### src/rtl/rf_pkg.sv
// -----------------------------------------------------------------------------
// rf_pkg
// Shared definitions for the parametrised register file:
//   - wop_e        : write-operation encodings carried on WOP
//   - addr_class_e : classification of an address (general / zero / illegal)
//   - classify_addr: maps an address to its class for a given NREG and AW
// -----------------------------------------------------------------------------
package rf_pkg;

   typedef enum logic [1:0] {
      WOP_LOAD = 2'b00,
      WOP_INC  = 2'b01,
      WOP_DEC  = 2'b10,
      WOP_CLR  = 2'b11
   } wop_e;

   typedef enum logic [1:0] {
      ADDR_GENERAL = 2'b00,
      ADDR_ZERO    = 2'b01,
      ADDR_ILLEGAL = 2'b10
   } addr_class_e;

   // The top address (all ones) is the hard-wired zero register; it is tested
   // first so it can never be mistaken for a general or illegal address.
   function automatic addr_class_e classify_addr(input int unsigned addr,
                                                 input int unsigned nreg,
                                                 input int unsigned aw);
      int unsigned zero_addr;
      zero_addr = (32'd1 << aw) - 32'd1;
      if (addr == zero_addr) begin
         return ADDR_ZERO;
      end else if (addr < nreg) begin
         return ADDR_GENERAL;
      end else begin
         return ADDR_ILLEGAL;
      end
   endfunction

endpackage

### src/rtl/rf_next_val.sv
// -----------------------------------------------------------------------------
// rf_next_val
// Combinational next-value calculator for one register.
// Ports:
//   cur_i  in  WIDTH  current register value
//   wop_i  in  wop_e  write operation (load / inc / dec / clear)
//   in_i   in  WIDTH  load data
//   nxt_o  out WIDTH  value the register takes if the operation executes
// Increment and decrement wrap modulo 2**WIDTH; no carry or borrow is kept.
// -----------------------------------------------------------------------------
module rf_next_val
   import rf_pkg::*;
#(
   parameter int unsigned WIDTH = 8
) (
   input  logic [WIDTH-1:0] cur_i,
   input  wop_e             wop_i,
   input  logic [WIDTH-1:0] in_i,
   output logic [WIDTH-1:0] nxt_o
);

   always_comb begin
      case (wop_i)
         WOP_LOAD: nxt_o = in_i;
         WOP_INC:  nxt_o = cur_i + WIDTH'(1);
         WOP_DEC:  nxt_o = cur_i - WIDTH'(1);
         default:  nxt_o = '0;
      endcase
   end

endmodule

### src/rtl/reg_file_param.sv
// -----------------------------------------------------------------------------
// reg_file_param
// NREG general registers of WIDTH bits plus a hard-wired zero register at the
// top address. One write port (load / increment / decrement / clear all) and
// two registered read ports with write-first forwarding.
// Ports:
//   CLK      in  1      clock, rising edge
//   RST      in  1      asynchronous active-high reset
//   WE       in  1      write strobe
//   WOP      in  2      write operation (see rf_pkg::wop_e)
//   WADDR    in  AW     write address (ignored for clear all)
//   IN       in  WIDTH  load data
//   RADDR_A  in  AW     read address, port A
//   RADDR_B  in  AW     read address, port B
//   OUT_A    out WIDTH  registered read data, port A
//   OUT_B    out WIDTH  registered read data, port B
//   ERR      out 1      registered one-cycle illegal-address pulse
// -----------------------------------------------------------------------------
module reg_file_param
   import rf_pkg::*;
#(
   parameter int unsigned WIDTH = 8,
   parameter int unsigned NREG  = 3,
   parameter int unsigned AW    = 2
) (
   input  logic             CLK,
   input  logic             RST,
   input  logic             WE,
   input  logic [1:0]       WOP,
   input  logic [AW-1:0]    WADDR,
   input  logic [WIDTH-1:0] IN,
   input  logic [AW-1:0]    RADDR_A,
   input  logic [AW-1:0]    RADDR_B,
   output logic [WIDTH-1:0] OUT_A,
   output logic [WIDTH-1:0] OUT_B,
   output logic             ERR
);

   // The zero register occupies the top address, so at most 2**AW-1 general
   // registers fit in the address space.
   if (WIDTH < 1 || NREG < 1 || NREG > (2**AW) - 1) begin : g_bad_params
      $error("reg_file_param: need WIDTH>=1 and 1 <= NREG <= 2**AW-1");
   end

   wop_e             wop;
   addr_class_e      wcls, acls, bcls;
   logic             wr_gen, wr_clr;
   logic [WIDTH-1:0] cur_val, nxt_val;

   logic [WIDTH-1:0] regs_q [NREG];
   logic [WIDTH-1:0] regs_d [NREG];
   logic [WIDTH-1:0] out_a_q, out_a_d;
   logic [WIDTH-1:0] out_b_q, out_b_d;
   logic             err_q, err_d;

   assign wop  = wop_e'(WOP);
   assign wcls = classify_addr(32'(WADDR),   NREG, AW);
   assign acls = classify_addr(32'(RADDR_A), NREG, AW);
   assign bcls = classify_addr(32'(RADDR_B), NREG, AW);

   assign wr_clr = WE && (wop == WOP_CLR);
   assign wr_gen = WE && (wop != WOP_CLR) && (wcls == ADDR_GENERAL);

   // Current value of the write target; zero/illegal targets never reach the
   // array, so their value is irrelevant.
   // NOTE: every signal driven in always_comb gets a default before any
   // conditional assignment, otherwise a latch is inferred.
   always_comb begin
      cur_val = '0;
      for (int i = 0; i < int'(NREG); i++) begin
         if (WADDR == AW'(i)) begin
            cur_val = regs_q[i];
         end
      end
   end

   rf_next_val #(
      .WIDTH (WIDTH)
   ) u_next_val (
      .cur_i (cur_val),
      .wop_i (wop),
      .in_i  (IN),
      .nxt_o (nxt_val)
   );

   // Post-write image of the whole array. Clear all reaches every entry in
   // the same cycle; a dropped (illegal or zero-register) write leaves all
   // entries untouched.
   always_comb begin
      for (int i = 0; i < int'(NREG); i++) begin
         if (wr_clr) begin
            regs_d[i] = '0;
         end else if (wr_gen && (WADDR == AW'(i))) begin
            regs_d[i] = nxt_val;
         end else begin
            regs_d[i] = regs_q[i];
         end
      end
   end

   // Reads select from the post-write image, which gives write-first
   // forwarding. Zero-register and illegal addresses match no entry and
   // fall through to 0.
   always_comb begin
      out_a_d = '0;
      out_b_d = '0;
      for (int i = 0; i < int'(NREG); i++) begin
         if (RADDR_A == AW'(i)) begin
            out_a_d = regs_d[i];
         end
         if (RADDR_B == AW'(i)) begin
            out_b_d = regs_d[i];
         end
      end
   end

   // Clear all never flags, whatever WADDR holds.
   assign err_d = (WE && (wop != WOP_CLR) && (wcls == ADDR_ILLEGAL))
                || (acls == ADDR_ILLEGAL)
                || (bcls == ADDR_ILLEGAL);

   // NOTE: state is updated with non-blocking assignments so every flop
   // samples pre-edge values regardless of statement order.
   // NOTE: the register array is built from flops (not RAM) and is reset
   // entry by entry, because reset and clear all must both reach every
   // entry at once.
   always_ff @(posedge CLK or posedge RST) begin
      if (RST) begin
         for (int i = 0; i < int'(NREG); i++) begin
            regs_q[i] <= '0;
         end
         out_a_q <= '0;
         out_b_q <= '0;
         err_q   <= 1'b0;
      end else begin
         regs_q  <= regs_d;
         out_a_q <= out_a_d;
         out_b_q <= out_b_d;
         err_q   <= err_d;
      end
   end

   assign OUT_A = out_a_q;
   assign OUT_B = out_b_q;
   assign ERR   = err_q;

endmodule

### config.mk
export PLATFORM = sky130hd
export DESIGN_NAME = reg_file_param
export DESIGN_NICKNAME = d
export VERILOG_FILES = /design/src/rtl/rf_pkg.sv /design/src/rtl/rf_next_val.sv /design/src/rtl/reg_file_param.sv
export SDC_FILE = /design/constraint.sdc
export NUM_CORES = 1
export LEC_CHECK = 0
export CAP_MARGIN = 20
export CORE_MARGIN = 2
export CORE_UTILIZATION = 40
export CTS_CLUSTER_SIZE = 8
export DETAILED_ROUTE_END_ITERATION = 6
export PLACE_DENSITY = 0.63
export SLEW_MARGIN = 15
export SYNTH_ARGS = -nofsm -noshare
export SYNTH_HDL_FRONTEND = slang
export SYNTH_SLANG_ARGS = --single-unit
### constraint.sdc
create_clock -name CLK -period 2.3 [get_ports CLK]
set_clock_uncertainty 0.15 [all_clocks]
set_input_delay 0.46 -clock CLK [delete_from_list [all_inputs] [get_ports CLK]]
set_output_delay 0.46 -clock CLK [all_outputs]
set_load 0.1 [all_outputs]
==> impl_metrics.yaml, run 1 <==
sta:
  rsz0062_at_grt: "yes"
  timing.final.ws_setup_ns: -0.396
  finalSetupViolations: 32
  setup_tns_ns: -6.61
  hold_slack_ns: 0.434
  min_period_ns: 2.70
  slew_viol_final: 0
  worst_pin_slew_ns: 0.504
  fmax_ghz: 0.371
  fin_crit_sh: 1.17
  hold_viol: 0
  slew_headroom: 0.664
final_layout:
  fin_cells: 479
  fin_util: 0.646
  diodes: 0
  drive_gt1_frac: 0.445
  fin_nets: 430
  final_area_mm2: 0.00415
  syn_to_final_growth_pct: 54.0
routing:
  vias_per_cell: 5.67
  dr.pass1.iters: 4
  vias: 2717
  routedWlPerCell_um: 18.3
  first_iter_violations: 163
  drc: 0
  postRouteAntennaNets: 0
  wl_mm: 8.75
placement:
  gp_congestion: 0.910
  dpl.hpwl_mm: 6.38
  place_area_mm2: 0.00360
  place_inst: 459
  io_buffers: 34
power_and_ir_drop:
  p_clk_frac: 0.195
  vdd_drop_max_v: 0.000467
  swShare: 0.407
  p_comb_frac: 0.497
  p_seq_frac: 0.308
  p_per_area_mw_per_mm2: 703
  intPower_w: 0.00173
  power.leakage_nw: 1.89
  power.switching_w: 0.00119
clock_tree:
  cts_hold_buf: 0
  cts_tree: "yes"
  clk_path_buf_depth: 2
  clk_pin_slew_ns: 0.08
  clk_latency_ns: 0.29
  cts_inserted_buffers: 5
  clockRootBuffer: "clkbuf_8"
  h-tree-depth: 2
  numClockSinks: 40
logic_synthesis:
  yosysWarningCount: 0
  ys_ff_latch: 40
  syn_area_per_cell_um2: 9.04
  synthFlopType: "dfrtp_1"
  yosysSeqAreaShare: 0.371
  synth_edf_count: 0
  synth_area_mm2: 0.00270
  syn-num-nets: 327
  synth.distinct_cells: 59
  syn_inst: 298
  ys_async_sr_fraction: 1.00
worst_setup_path:
  cp_cell_sequence: "buf_12 -> buf_12 -> mux2i_4 -> o21ai_4 -> buf_4 -> ha_4 -> nand4b_1 -> buf_4 -> o211ai_1 -> o2bb2ai_2 -> mux2_4 -> o21ai_1 -> o211ai_1"
  max_stage_delay_ns: 0.34
  crit_path_start_kind: "input pin"
  required_ns: 2.30
  cp_max_fo: 5
  crit_type: "in -> reg"
  slowest_stage: "mux2_4"
  crit_family: "compound AO/OA/AOI/OAI gates"
  crit_arrival_ns: 2.70
  path_buf_inv: 4
  end_kind: "flip-flop"
die:
  row_count: 29
  die_x_um: 86.1
  die_y_um: 86.1
  dieArea_mm2: 0.00741
  start_util: 0.420
  io_pins: 36
  core_region_area_mm2: 0.00642
worst_hold_path:
  hold_class: "reg -> reg"
grt:
  grt_pass1_vias: 2729
  grt_overflow_total: 0
  grt_max_degree: 41
  grt_util_all_layers: 0.238
  grt_pass1_wl_mm: 13.6
  antenna_found_initial: 0
flow_run:
  maxCapViolations: 0
run_status:
  violations: "setup timing"
  status: "finished with violations"
worst reg2reg max path: cells and delay by family, from the launching register on:
kind            cells  cell delay (ns)
buf+inv             2             0.32
compound gates      5             0.69
flops               1             0.42
fa+ha+maj           1             0.27
mux                 2             0.52
simple gates        1             0.14
state kept, by name, summed over array words and instances (netlist names):
name,flops
regs_q,24
OUT_A,8
OUT_B,8
area by class of cell:
type                       count  area, um2
clock buffer                   6       72.6
multi-input combinational    221       1910
clock inverter                 2       35.0
inverter                      20       75.1
sequential                    40       1000
timing repair buffer         113        961
tap                           77       96.3
fill                         514       2270
final timing paths:
| kind | from | slack [ns] | to | cells after the start |
|---|---|---|---|---|
| max | WADDR[0] | -0.40 | OUT_A[7] | 13 |
| max reg2reg | regs_q[17] | -0.36 | OUT_A[7] | 11 |
| min | regs_q[23] | 0.43 | regs_q[23] | 2 |
| max in group asynchronous | RST | 1.21 | regs_q[3] | 3 |
| min in group asynchronous | RST | 0.44 | OUT_A[1] | 3 |
| min reg2reg | regs_q[23] | 0.43 | regs_q[23] | 2 |
metrics by stage:
step | setup slack [ns] | power (W)
after floorplan | -0.494 | 0.00172
after global placement | -1.07 | 0.00211
after detailed placement | -1.12 | 0.00213
after CTS | -0.308 | 0.00281
after global routing | -0.463 | 0.00305
final | -0.396 | 0.00292
layer usage:
metal | wire, um | vias up | track usage
met5 | 0 | - | 0
met4 | 163 | 0 | 0.0534
met3 | 445 | 17 | 0.0356
met2 | 4410 | 85 | 0.416
met1 | 3730 | 1323 | 0.310
li1 | - | 1292 | -
cell usage after synthesis (2+ instances only):
cell | instances | area [um2]
mux2_2 | 4 | 45.0
a311o_1 | 2 | 20.0
nor2_1 | 26 | 97.6
a22oi_1 | 3 | 22.5
o221ai_1 | 5 | 43.8
xnor2_1 | 2 | 17.5
a31oi_2 | 2 | 25.0
nand3_1 | 16 | 80.1
inv_1 | 20 | 75.1
buf_4 | 2 | 15.0
or2_2 | 3 | 18.8
o22ai_1 | 9 | 56.3
nand2b_1 | 8 | 50.1
a21oi_1 | 11 | 55.1
buf_2 | 3 | 15.0
o21a_1 | 6 | 45.0
nor3_1 | 3 | 15.0
or3_1 | 2 | 12.5
clkbuf_1 | 9 | 33.8
or4_1 | 2 | 15.0
and2_1 | 3 | 18.8
nand2_1 | 21 | 78.8
nand4b_1 | 3 | 26.3
a21o_1 | 2 | 15.0
nor2b_1 | 4 | 25.0
o211ai_1 | 14 | 105
o21ai_0 | 19 | 95.1
nand3b_1 | 2 | 15.0
ha_1 | 9 | 113
o22a_1 | 3 | 26.3
o221ai_2 | 2 | 30.0
buf_6 | 3 | 33.8
o21bai_1 | 2 | 15.0
mux2i_1 | 9 | 90.1
dfrtp_1 | 40 | 1000
cell usage in the layout (no fill, tap or decap), drive strengths merged, types with 4 or more instances in the layout:
cell type,count
o21a,7
o211ai,14
ha,9
clkdlybuf4s50,14
nand2b,8
dfrtp,40
mux2i,10
nor2b,4
o21ai,20
mux2,5
nand3,16
clkbuf,7
o221ai,7
nor2,26
a21oi,12
inv,20
nand2,21
buf,96
o22ai,9
and2,4
power by group through the flow:
stage	Clock (W)	Sequential (W)	Combinational, W
final	0.000567	0.000899	0.00145
after global routing	0.000609	0.000908	0.00153
after CTS	0.000570	0.000890	0.00134
after detailed placement	0	0.000903	0.00122
after global placement	0	0.000904	0.00120
after floorplan	0	0.00120	0.000520
timing repair:
item | in CTS | in global routing
gates resized for setup | 53 | 29
pin swaps | 43 | 25
cloned | 1 | 0
endpoints found under the hold margin | 0 | 0
setup endpoints to repair | 38 | 36
buffers inserted | 5 | 7
cells by family (layout without fill, tap and decap cells):
| kind of cell | after synthesis | after routing | synth area share |
|---|---|---|---|
| xor gates and xnor gates | 3 | 3 | 0.00975 |
| AOI/OAI and AO/OA | 92 | 92 | 0.246 |
| adders and majority gates | 10 | 10 | 0.0492 |
| other | 1 | 1 | 0.00139 |
| DFF | 40 | 40 | 0.371 |
| muxes | 15 | 15 | 0.0594 |
| and+or+nand+nor | 100 | 100 | 0.199 |
| buffers and inverters | 37 | 141 | 0.0641 |
(Power assumes the default switching activity.)
==> run 2, diff against run 1 <==
--- a/config.mk
+++ b/config.mk
@@ -5,7 +5,6 @@
 export SDC_FILE = /design/constraint.sdc
 export NUM_CORES = 1
 export LEC_CHECK = 0
-export CAP_MARGIN = 20
 export CORE_MARGIN = 2
 export CORE_UTILIZATION = 40
 export CTS_CLUSTER_SIZE = 8
==> results of run 2 <==
Same layout as run 1: the final DEF is identical, and so are final timing and power.
